$ cat src/rtl/dm_pkg.sv
// ---------------------------------------------------------------------------
// dm_pkg
//   Shared definitions for the data-memory access path.
//   - DM_ADDR_W / DM_DATA_W : default byte-address and data widths of the DM
//   - BE_BYTE / BE_HALF / BE_WORD : DM byte-enable encodings (access size)
//   - dm_state_e : arbiter/sequencer FSM state encoding
// ---------------------------------------------------------------------------
package dm_pkg;

  localparam int DM_ADDR_W = 12;
  localparam int DM_DATA_W = 32;

  // The DM encodes the access size, not a lane mask: the data always sits in
  // the low bits of the write bus and the DM places it at the byte address.
  localparam logic [3:0] BE_BYTE = 4'b1000;
  localparam logic [3:0] BE_HALF = 4'b1100;
  localparam logic [3:0] BE_WORD = 4'b1111;

  typedef enum logic [1:0] {
    ST_IDLE = 2'd0,
    ST_ACC  = 2'd1,
    ST_RSP  = 2'd2
  } dm_state_e;

endpackage

$ cat src/rtl/dm_align_chk.sv
// ---------------------------------------------------------------------------
// dm_align_chk
//   Combinational legality check for one DM access.
//   An access is rejected when
//     - it is a write whose byte enable is not one of the DM size encodings,
//     - it is a halfword access on an odd address,
//     - it is a word access on an address that is not a multiple of four.
//   Reads go through the same alignment rule; their byte enable is otherwise
//   not policed.
//
//   Ports
//     addr_lo_i [1:0] : low two bits of the byte address
//     be_i      [3:0] : byte enable (DM size encoding)
//     we_i            : 1 = write, 0 = read
//     err_o           : 1 = access must not reach the memory
// ---------------------------------------------------------------------------
module dm_align_chk
  import dm_pkg::*;
(
  input  logic [1:0] addr_lo_i,
  input  logic [3:0] be_i,
  input  logic       we_i,
  output logic       err_o
);

  logic legal_be;
  logic half_misalign;
  logic word_misalign;

  assign legal_be      = (be_i == BE_BYTE) || (be_i == BE_HALF) || (be_i == BE_WORD);
  assign half_misalign = (be_i == BE_HALF) && addr_lo_i[0];
  assign word_misalign = (be_i == BE_WORD) && (addr_lo_i != 2'b00);

  assign err_o = half_misalign || word_misalign || (we_i && !legal_be);

endmodule

$ cat src/rtl/dm_arbiter.sv
// ---------------------------------------------------------------------------
// dm_arbiter
//   Two-port arbiter and access sequencer for the byte-addressed data memory.
//   Requester 0 is the CPU MEM stage, requester 1 the loader/debug port.
//   A request seen in IDLE is latched into a command register, the DM is
//   driven from that register for exactly one cycle (ACC), and the winner
//   receives a one-cycle acknowledge (RSP) together with its error flag.
//   Illegal or misaligned accesses are latched with an error flag and never
//   raise the DM write strobe.
//
//   Build option
//     DM_ARB_RR_EN defined   : round-robin between the two requesters; a
//                              one-bit pointer names the preferred requester
//                              and flips to the other one after every grant.
//     DM_ARB_RR_EN undefined : fixed priority, requester 0 always wins and no
//                              pointer is built.
//
//   Ports
//     Clk, Rst              : clock, asynchronous active-high reset
//     req0/req1             : request, held with stable fields until ack
//     addr0/addr1 [ADDR_W]  : byte address
//     wd0/wd1     [DATA_W]  : write data, byte 0 in bits [7:0]
//     we0/we1               : 1 = write, 0 = read
//     be0/be1     [3:0]     : DM size encoding (byte/half/word)
//     ack0/ack1             : one-cycle completion pulse
//     err0/err1             : access rejected (valid with ack only)
//     rdata       [DATA_W]  : read result, updated at the end of ACC
//     busy                  : FSM not in IDLE
//     dm_A/dm_WD/dm_We/dm_BE: command to the DM
//     dm_RD       [DATA_W]  : combinational read data from the DM
// ---------------------------------------------------------------------------
module dm_arbiter
  import dm_pkg::*;
#(
  parameter int ADDR_W = DM_ADDR_W,
  parameter int DATA_W = DM_DATA_W
) (
  input  logic              Clk,
  input  logic              Rst,
  input  logic              req0,
  input  logic              req1,
  input  logic [ADDR_W-1:0] addr0,
  input  logic [ADDR_W-1:0] addr1,
  input  logic [DATA_W-1:0] wd0,
  input  logic [DATA_W-1:0] wd1,
  input  logic              we0,
  input  logic              we1,
  input  logic [3:0]        be0,
  input  logic [3:0]        be1,
  output logic              ack0,
  output logic              ack1,
  output logic              err0,
  output logic              err1,
  output logic [DATA_W-1:0] rdata,
  output logic              busy,
  output logic [ADDR_W-1:0] dm_A,
  output logic [DATA_W-1:0] dm_WD,
  output logic              dm_We,
  output logic [3:0]        dm_BE,
  input  logic [DATA_W-1:0] dm_RD
);

  dm_state_e state_q, state_d;

  logic [ADDR_W-1:0] cmd_addr_q, cmd_addr_d;
  logic [DATA_W-1:0] cmd_wd_q,   cmd_wd_d;
  logic              cmd_we_q,   cmd_we_d;
  logic [3:0]        cmd_be_q,   cmd_be_d;
  logic              cmd_id_q,   cmd_id_d;
  logic              cmd_err_q,  cmd_err_d;
  logic [DATA_W-1:0] rdata_q,    rdata_d;

  logic              any_req;
  logic              win;
  logic [ADDR_W-1:0] sel_addr;
  logic [DATA_W-1:0] sel_wd;
  logic              sel_we;
  logic [3:0]        sel_be;
  logic              sel_err;
  logic              grant;

  assign any_req = req0 | req1;
  assign grant   = (state_q == ST_IDLE) && any_req;

  // -------------------------------------------------------------------------
  // Winner selection
  // -------------------------------------------------------------------------
`ifdef DM_ARB_RR_EN
  logic ptr_q, ptr_d;

  // The pointer only matters on a tie; a lone requester always wins.
  assign win = (req0 && req1) ? ptr_q : req1;

  // Flips on every grant, errored or not, so a tie alternates 0,1,0,1.
  always_comb begin
    ptr_d = ptr_q;
    if (grant) begin
      ptr_d = ~win;
    end
  end

  always_ff @(posedge Clk or posedge Rst) begin
    if (Rst) begin
      ptr_q <= 1'b0;
    end else begin
      ptr_q <= ptr_d;
    end
  end
`else
  // Requester 1 is served only while the CPU is not asking.
  assign win = ~req0;
`endif

  assign sel_addr = win ? addr1 : addr0;
  assign sel_wd   = win ? wd1   : wd0;
  assign sel_we   = win ? we1   : we0;
  assign sel_be   = win ? be1   : be0;

  dm_align_chk u_align_chk (
    .addr_lo_i (sel_addr[1:0]),
    .be_i      (sel_be),
    .we_i      (sel_we),
    .err_o     (sel_err)
  );

  // -------------------------------------------------------------------------
  // Sequencer next state: IDLE latches the command, ACC captures read data,
  // RSP acknowledges and always returns to IDLE without sampling requests.
  // -------------------------------------------------------------------------
  always_comb begin
    state_d    = state_q;
    cmd_addr_d = cmd_addr_q;
    cmd_wd_d   = cmd_wd_q;
    cmd_we_d   = cmd_we_q;
    cmd_be_d   = cmd_be_q;
    cmd_id_d   = cmd_id_q;
    cmd_err_d  = cmd_err_q;
    rdata_d    = rdata_q;

    case (state_q)
      ST_IDLE: begin
        if (any_req) begin
          cmd_addr_d = sel_addr;
          cmd_wd_d   = sel_wd;
          cmd_we_d   = sel_we;
          cmd_be_d   = sel_be;
          cmd_id_d   = win;
          cmd_err_d  = sel_err;
          state_d    = ST_ACC;
        end
      end
      ST_ACC: begin
        // A rejected read leaves the previous result on rdata.
        if (!cmd_we_q && !cmd_err_q) begin
          rdata_d = dm_RD;
        end
        state_d = ST_RSP;
      end
      ST_RSP: begin
        state_d = ST_IDLE;
      end
      default: begin
        state_d = ST_IDLE;
      end
    endcase
  end

  always_ff @(posedge Clk or posedge Rst) begin
    if (Rst) begin
      state_q    <= ST_IDLE;
      cmd_addr_q <= '0;
      cmd_wd_q   <= '0;
      cmd_we_q   <= 1'b0;
      cmd_be_q   <= '0;
      cmd_id_q   <= 1'b0;
      cmd_err_q  <= 1'b0;
      rdata_q    <= '0;
    end else begin
      state_q    <= state_d;
      cmd_addr_q <= cmd_addr_d;
      cmd_wd_q   <= cmd_wd_d;
      cmd_we_q   <= cmd_we_d;
      cmd_be_q   <= cmd_be_d;
      cmd_id_q   <= cmd_id_d;
      cmd_err_q  <= cmd_err_d;
      rdata_q    <= rdata_d;
    end
  end

  // -------------------------------------------------------------------------
  // Outputs, decoded from registered state only. Because the write strobe is
  // a decode of state_q, an asynchronous reset during ACC removes it before
  // the committing edge.
  // -------------------------------------------------------------------------
  assign dm_A  = cmd_addr_q;
  assign dm_WD = cmd_wd_q;
  assign dm_We = (state_q == ST_ACC) && cmd_we_q && !cmd_err_q;
  assign dm_BE = (state_q == ST_ACC) ? cmd_be_q : 4'b0000;

  assign ack0  = (state_q == ST_RSP) && !cmd_id_q;
  assign ack1  = (state_q == ST_RSP) &&  cmd_id_q;
  assign err0  = ack0 && cmd_err_q;
  assign err1  = ack1 && cmd_err_q;
  assign busy  = (state_q != ST_IDLE);
  assign rdata = rdata_q;

endmodule

$ cat config.mk
export PLATFORM = sky130hd
export DESIGN_NAME = dm_arbiter
export DESIGN_NICKNAME = d
export VERILOG_FILES = /design/src/rtl/dm_pkg.sv /design/src/rtl/dm_align_chk.sv /design/src/rtl/dm_arbiter.sv
export SDC_FILE = /design/constraint.sdc
export NUM_CORES = 1
export LEC_CHECK = 0
export CAP_MARGIN = 0
export CELL_PAD_IN_SITES_DETAIL_PLACEMENT = 1
export CELL_PAD_IN_SITES_GLOBAL_PLACEMENT = 2
export CORE_ASPECT_RATIO = 2
export CORE_MARGIN = 5
export CORE_UTILIZATION = 22
export DETAILED_ROUTE_END_ITERATION = 16
export PLACE_DENSITY_LB_ADDON = 0.1
export SLEW_MARGIN = 20
export SYNTH_ARGS = -nofsm -noshare
export SYNTH_HDL_FRONTEND = slang
export SYNTH_SLANG_ARGS = --single-unit
$ cat constraint.sdc
create_clock -name Clk -period 3.3 [get_ports Clk]
set_input_delay 0.33 -clock Clk [delete_from_list [all_inputs] [get_ports Clk]]
set_output_delay 0.33 -clock Clk [all_outputs]
set_load 0.02 [all_outputs]
==> results of run 1 <==
## worst register-to-register path, delay by kind of cell (launching register included)
family / cells / cell delay, ns
DFF: 1 / 0.43
and+or+nand+nor: 2 / 0.37
buffers and inverters: 1 / 0.38
muxes: 1 / 0.42
## logic make-up after synthesis
logic type      synth area share, %
simple gates                  8.417
compound gates                8.283
buf+inv                       3.454
mux                           22.84
flops                         57.01
## cell usage in the layout, fill, tap and decap left out
| cell type | n |
|---|---|
| a211o_1 | 1 |
| a211oi_1 | 2 |
| a21boi_0 | 1 |
| a21o_1 | 1 |
| a21oi_1 | 2 |
| a221o_1 | 1 |
| a31oi_1 | 1 |
| and2_1 | 6 |
| and3b_1 | 2 |
| buf_12 | 1 |
| buf_4 | 6 |
| bufinv_16 | 2 |
| clkbuf_1 | 3 |
| clkbuf_16 | 9 |
| clkdlybuf4s50_1 | 218 |
| clkinv_2 | 1 |
| clkinvlp_4 | 1 |
| dfrtp_1 | 85 |
| inv_1 | 2 |
| inv_4 | 1 |
| mux2_2 | 33 |
| mux2i_1 | 48 |
| nand2_1 | 50 |
| nand3_1 | 1 |
| nand3b_1 | 2 |
| nor2_1 | 3 |
| nor2b_4 | 1 |
| nor3b_1 | 1 |
| nor3b_4 | 1 |
| o21ai_0 | 47 |
| o21ai_4 | 1 |
## per-stage QoR
| stage | worst slack (ns) | area, sq um | util [%] |
|---|---|---|---|
| 2_1_floorplan | 0.7765 | 3731 | - |
| 3_3_place_gp | 1.386 | 6128 | 36.55 |
| 3_5_place_dp | 1.311 | 6128 | 36.55 |
| 4_1_cts | 1.141 | 6437 | 38.40 |
| 5_1_grt | 1.051 | 6439 | 38.40 |
| 6_report | 1.188 | 6439 | 38.40 |
## worst max-delay path by stage
stage | from | end | slack [ns] | cells past startpoint
CTS | state_q[1] | err0 | 1.14 | 3
global route | state_q[1] | busy | 1.05 | 3
finish | state_q[1] | err0 | 1.19 | 3
global placement | req1 | dm_WD[20] | 1.39 | 4
floorplan | Rst | cmd_be_q[0] | 0.78 | 1
detailed placement | req1 | dm_WD[20] | 1.31 | 4
## power breakdown
group | leakage (nW) | switching (mW) | internal (mW)
clock | 0.147 | 0.405 | 0.663
combinational | 1.56 | 1.44 | 1.44
sequential | 1.03 | 0.281 | 1.57
## state kept, by name (all words and copies together), names as in the netlist
name / flops
cmd_be_q: 4
state_q: 2
dm_A: 12
cmd_err_q: 1
dm_WD: 32
cmd_we_q: 1
cmd_id_q: 1
rdata: 32
## routing by layer
metal,track usage [%],wire (um),vias up
li1,-,-,1514
met1,13.18,4292,1443
met2,23.17,6722,151
met3,4.393,1117,12
met4,4.964,215,0
met5,0,0,-
## area by class of cell
| class | count | area, sq um | share of cell area (%) |
|---|---|---|---|
| timing repair buffer | 225 | 2247 | 34.90 |
| sequential | 85 | 2127 | 33.04 |
| multi-input combinational | 205 | 1483 | 23.03 |
| inverter | 3 | 13.76 | 0.2138 |
| tap | 207 | 259.0 | 4.023 |
| clock buffer | 12 | 236.5 | 3.673 |
| clock inverter | 4 | 72.57 | 1.127 |
==> results.cfg, run 1 <==
[setup_path]
cp_cell_sequence = nor3b_1, and2_1, clkdlybuf4s50_1
startpoint_type = register
cp.arrival_ns = 1.78
cp_top_family = buffers and inverters
reg2reg_depth = 4
reg2reg_to = rdata[2]
critPathKind = reg -> out
endpoint_kind = output pin
cpPeakStageDelay_ns = 0.60
cp_slowest_cell = clkdlybuf4s50_1
worst-path-max-fanout = 4
reg2reg_from = state_q[1]
cp.buffers_inverters = 1
rrSetupSlack_ns = 1.58
critical_path_required_ns = 2.97

[die]
die_h_um = 194.2
pin_count = 220
start_util_pct = 22.25
rows = 67
dieArea_sq_mm = 0.01982
die_w_um = 102.1
fp.coreArea_sq_mm = 0.01677

[grt]
grt_pass1_vias = 3578
grt_pass1_wl_um = 19430
antenna_found_initial = 0
grt-ovfl-total = 0
grt.total_usage_pct = 12.83
grt_max_degree = 54

[sta]
setup_viol = 0
clock_skew_ns = 0.005093
maxSlewViolCount = 0
hold_violations = 0
hold_ws_ns = 0.4152
maxSlewHeadroom_pct = 55.32
fin_crit_ns = 2.112
min_period_over_period_pct = 63.99
fmax_ghz = 0.4736
tns_ns = 0
worst_pin_slew_ns = 0.6703
rsz0062_at_grt = false

[synthesis]
synth-edff-count = 0
synthArstFlopShare_pct = 100.0
yosysUniqueCellTypes = 26
syn_avg_cell_area_sq_um = 11.96
synth_top_cell_by_area = dfrtp_1
yosysMostFrequentCell = dfrtp_1
syn_area_sq_mm = 0.003731
netlist_top_cells_count = dfrtp_1 (85), nand2_1 (50), mux2i_1 (48)
synth_nets = 446
postSynthCellCount = 312
synth_top_area_share_pct = 57.01
synth-main-ff-cell = dfrtp_1
yosysSeqAreaShare_pct = 57.01
synth-seq-cells = 85
synth.area.top_cells = dfrtp_1 (57%), mux2i_1 (13%), mux2_2 (10%)
yosysWarnings = 0

[detailed_routing]
ant_nets = 0
drtIter0Drc = 36
drcViolationCount = 0
wire_per_inst_um = 16.66
drtPass1Iterations = 4
vias = 3120
drt_wl_total_um = 12350
viasPerCell = 4.211

[layout]
fillers = 1845
area_delta_synth_final_pct = 72.57
drive_gt1_share_pct = 10.67
final_nets = 663
fin_cells = 741
diodes = 0

[power_and_ir_drop]
p_per_area_mw_per_mm2 = 902.0
p_leak_nw = 2.736
power_mw = 5.808
vdd_drop_max_mv = 0.3073

[min_path]
holdPathEnd = cmd_id_q
min_from = req0
holdPathStages = 2
min_path_type = in -> reg

[cts]
cts_setup_buffers = 0
clk-insertion-delay-late_ns = 0.34
cts_made_buffers = 9
ctsResizeCount = 0
cts_buffer_depth = 2
clkTransAtPathRegs_ns = 0.06
cts_root_buf = clkbuf_16
clkSinkCount = 85
tritoncts = done
cts_hold_buffers = 0
cts_max_level = 3

[placement]
gp_congestion = 0.6895
dp.cells = 725
place.port_buffers = 219
dp_hpwl_um = 9998

[run_status]
status = completed

[flow_run]
max_cap_violations = 0
Power figures use the tool's default switching activity.
==> run 2, diff against run 1 <==
clock period = 2.1 ns   (was 3.3 ns; I/O delays follow)
==> run 2 against run 1 <==
Combinational power increased by 60%. Routed wire length down 0.49%. Worst hold slack worse by 0.17 ns. Sequential share of layout area shrank 0.37 points. Count of clock-buffer cells in the layout is 1 higher. Sequential cell count did not move. Final cell count is 0.27% higher. Die area is the same. Utilization up 0.43 points. Highest routed layer unchanged. Final area rose by 1.1%. First-iteration DRC count decreased by 36%.
==> results.cfg, run 2 (same netlist as run 1, synthesis figures left out) <==
[layout]
diodes = 0
fillers = 1815
final_common_cell = clkdlybuf4s50_1
final_nets = 665
drive_gt1_share_pct = 11.19
final_cell_mix = clkdlybuf4s50_1 (218), dfrtp_1 (85), nand2_1 (50), mux2i_1 (48), o21ai_0 (47)
fin_area_sq_mm = 0.006511
area_delta_synth_final_pct = 74.51

[power_and_ir_drop]
p_leak_nw = 2.763
p_per_area_mw_per_mm2 = 1420
vdd_drop_max_mv = 0.4844
clockPowerShare_pct = 18.8
comb_power_share_pct = 49.8
p_sw_mw = 3.361
p_seq_share_pct = 31.4
switching_share_pct = 36.35
intPower_mw = 5.886

[placement]
place_ws_ns = 0.3937
place.port_buffers = 219
placed_area_sq_mm = 0.006183
dp_hpwl_um = 10060
gp_congestion = 0.6855

[die]
die_w_um = 102.1
start_util_pct = 22.25
die_h_um = 194.2
pin_count = 220
rows = 67
fp.coreArea_sq_mm = 0.01677
dieArea_sq_mm = 0.01982

[grt]
grt_pass1_vias = 3556
grt_pass1_wl_um = 19280
antenna_found_initial = 0
grt.total_usage_pct = 12.73
grt-ovfl-total = 0
grt_max_degree = 55

[sta]
maxSlewHeadroom_pct = 68.31
setup_viol = 0
worst_pin_slew_ns = 0.4622
min_period_over_period_pct = 94.79
fmax_ghz = 0.5023
tns_ns = 0
hold_ws_ns = 0.2414
fin_crit_ns = 1.991
final.setup.worst_slack_ns = 0.1093
clock_skew_ns = 0.006409
maxSlewViolCount = 0
rsz0062_at_grt = false
hold_violations = 0

[cts]
cts_setup_buffers = 0
tritoncts = done
cts_hold_buffers = 0
cts_root_buf = clkbuf_16
clk-insertion-delay-late_ns = 0.34
clkTransAtPathRegs_ns = 0.05
cts_made_buffers = 9
cts_max_level = 3
clkSinkCount = 85
cts_buffer_depth = 2
ctsResizeCount = 0

[detailed_routing]
vias = 3124
drtPass1Iterations = 3
drcViolationCount = 0
drt_wl_total_um = 12290
ant_nets = 0
drtIter0Drc = 23
wire_per_inst_um = 16.54
viasPerCell = 4.205

[setup_path]
endpoint_kind = output pin
startpoint_type = register
worst-path-max-fanout = 4
critPathKind = reg -> out
cp.arrival_ns = 1.78
critical_path_required_ns = 1.89

[run_status]
status = completed

[flow_run]
max_cap_violations = 0

[min_path]
min_path_type = in -> async
run 2: cell types whose count changed in the layout (fill, tap and decap cells not counted), sizes merged:
cell / previous run / this run
inv: 3 / 2
clkbuf: 12 / 13
buf: 7 / 9
clkinvlp: 1 / 2
clkinv: 1 / 0
run 2: area by class of cell:
type	instances	area, sq um	share of cell area [%]
Clock buffer	13	260.3	3.997
Sequential cell	85	2127	32.67
Multi-Input combinational cell	205	1483	22.77
Inverter	3	15.01	0.2306
Timing Repair Buffer	227	2300	35.32
Clock inverter	3	67.56	1.038
Tap cell	207	259.0	3.978
run 2: path summary, 6_finish.rpt:
kind	startpoint	endpoint	slack (ns)	cells past startpoint
hold / removal	Rst	rdata[29]	0.24	2
min in group Clk	req0	cmd_be_q[2]	0.35	3
hold reg to reg	dm_WD[8]	dm_WD[8]	0.48	2
setup / recovery	state_q[1]	err0	0.11	3
max in group asynchronous	Rst	dm_WD[13]	1.29	3
setup reg to reg	state_q[1]	rdata[15]	0.52	4
run 2: per-layer routing:
metal  wire length (um)  GRT usage, %  up-vias
met2               7189         24.69      127
met5                  0             0        -
met3                915         3.925        7
li1                   -             -     1516
met1               4031         12.23     1474
met4                149         3.942        0
run 2: through the flow:
stage | utilization [%] | total power [mW] | std cells
final | 38.84 | 9.247 | 743
after global routing | 38.84 | 9.916 | 743
after CTS | 38.84 | 9.478 | 743
after detailed placement | 36.88 | 7.678 | 727
after global placement | 36.88 | 7.579 | 727
after floorplan | - | 5.254 | 312
run 2: worst max-delay path: stages, from the launching register on:
cell and delay, ns:
dfrtp_1 0.42, nor3b_1 0.27, and2_1 0.16, clkdlybuf4s50_1 0.60
run 2: power groups by stage:
stage | clock, mW | sequential (mW) | combinational, mW
global route | 1.89 | 3.02 | 5.00
detailed placement | 0 | 2.95 | 4.73
CTS | 1.82 | 2.92 | 4.74
finish | 1.74 | 2.90 | 4.61
floorplan | 0 | 3.81 | 1.44
global placement | 0 | 2.90 | 4.68
==> run 3, diff against run 2 <==
ABC_AREA = 0   (was unset)
clock period = 2 ns   (was 2.1 ns; I/O delays follow)
==> run 3 against run 2 <==
Sequential cell count stayed put. First-iteration DRC count is 91% higher. Routed wire length is 0.52% higher.
==> results.cfg, run 3 (same netlist as run 1, synthesis figures left out) <==
[sta]
rsz0062_at_grt = false
maxSlewHeadroom_pct = 68.30
clock_skew_ns = 0.006748
tns_ns = 0
fmax_ghz = 0.5162
fin_crit_ns = 1.937
worst_pin_slew_ns = 0.4623
hold_violations = 0
min_period_over_period_pct = 96.86
maxSlewViolCount = 0
setup_viol = 0
hold_ws_ns = 0.2554

[setup_path]
rrSetupSlack_ns = 0.40
cp.buffers_inverters = 1
reg2reg_to = rdata[4]
cp_slowest_cell = clkdlybuf4s50_1
critPathKind = reg -> out
reg2reg_from = state_q[0]
critical_path_required_ns = 1.80
reg2reg_depth = 4
cp.arrival_ns = 1.74
cp_top_family = buffers and inverters
endpoint_kind = output pin
worst-path-max-fanout = 4
cp_cell_sequence = and3b_1, and2_1, clkdlybuf4s50_1
startpoint_type = register
cpPeakStageDelay_ns = 0.61

[placement]
dp_hpwl_um = 10230
gp_congestion = 0.6887
placed_area_sq_mm = 0.006196
place.port_buffers = 219

[die]
fp.coreArea_sq_mm = 0.01677
die_h_um = 194.2
rows = 67
die_w_um = 102.1
pin_count = 220
start_util_pct = 22.25
dieArea_sq_mm = 0.01982

[layout]
final_core_util_pct = 38.78
final_common_cell = clkdlybuf4s50_1
final_nets = 665
fin_area_sq_mm = 0.006501
drive_gt1_share_pct = 11.26
diodes = 0
area_delta_synth_final_pct = 74.25
final_cell_mix = clkdlybuf4s50_1 (213), dfrtp_1 (85), nand2_1 (50), mux2i_1 (48), o21ai_0 (47)

[cts]
cts_max_level = 3
cts_buffer_depth = 2
cts_made_buffers = 9
clk-insertion-delay-late_ns = 0.33
cts_root_buf = clkbuf_16
tritoncts = done
clkTransAtPathRegs_ns = 0.05
clkSinkCount = 85
cts_hold_buffers = 0
cts_setup_buffers = 0

[power_and_ir_drop]
vdd_drop_max_mv = 0.4982
p_leak_nw = 2.842
power_mw = 9.535
p_per_area_mw_per_mm2 = 1467

[grt]
grt_pass1_wl_um = 19040
grt.total_usage_pct = 12.56
grt-ovfl-total = 0
grt_pass1_vias = 3592
antenna_found_initial = 0
grt_max_degree = 55

[flow_run]
max_cap_violations = 0

[detailed_routing]
wire_per_inst_um = 16.69
drt_wl_total_um = 12350
drcViolationCount = 0
ant_nets = 0
drtIter0Drc = 44
viasPerCell = 4.239
vias = 3137
drtPass1Iterations = 4

[min_path]
min_path_type = in -> async

[run_status]
status = completed
-- run 3: cell types whose count changed in the layout (fill, tap and decap cells not counted), sizes merged --
cell           before  now
clkinv              0    1
dlymetal6s2s        0    5
clkinvlp            2    1
clkbuf             13   11
clkdlybuf4s50     218  213
bufinv              2    1
-- run 3: worst max path at each step --
| stage | slack, ns | end | cells after the start | startpoint |
|---|---|---|---|---|
| 2_1_floorplan | 0.49 | err0 | 2 | state_q[1] |
| 3_3_place_gp | 0.30 | cmd_be_q[0] | 4 | req1 |
| 3_5_place_dp | 0.28 | dm_WD[18] | 4 | req1 |
| 4_1_cts | 0.006 | dm_We | 3 | state_q[0] |
| 5_1_grt | 0.004 | err1 | 3 | state_q[0] |
| 6_report | 0.06 | err1 | 3 | state_q[0] |
-- run 3: routing by layer --
layer	vias to the layer above	wire length, um	GRT usage [%]
met5	-	0	0
met4	0	168	3.942
met3	6	933	3.601
met2	126	7200	24.60
met1	1487	4047	11.99
li1	1518	-	-
-- run 3: worst reg2reg max path: stages (launching register included) --
cell and delay (ns):
dfrtp_1 0.40, nor2b_4 0.24, nor3b_4 0.24, buf_12 0.23, mux2_2 0.38
-- run 3: final cells by class --
class / count / area [sq um]
fillers: 1827 / 10260
repair buffers: 227 / 2325
flip-flops and latches: 85 / 2127
multi-input cells: 205 / 1488
well taps: 207 / 259.0
clock buffers: 11 / 252.7
clock inverters: 2 / 35.03
inverters: 3 / 15.01
-- run 3: what timing repair did --
action,in CTS,in global routing
setup endpoints to repair,0,6
endpoints found under the hold margin,0,0
gates resized for setup,0,6
-- run 3: power breakdown --
group / switching, mW / total, mW / leakage (nW) / internal (mW)
Combinational: 2.42 / 4.84 / 1.67 / 2.42
Clock: 0.627 / 1.64 / 0.143 / 1.01
Sequential: 0.459 / 3.05 / 1.03 / 2.59
Total: 3.51 / 9.53 / 2.84 / 6.03
-- run 3: through the flow --
step / setup WS (ns) / std cells
2_1_floorplan: 0.4940 / 312
3_3_place_gp: 0.3016 / 727
3_5_place_dp: 0.2834 / 727
4_1_cts: 0.005756 / 740
5_1_grt: 0.004200 / 740
6_report: 0.06276 / 740
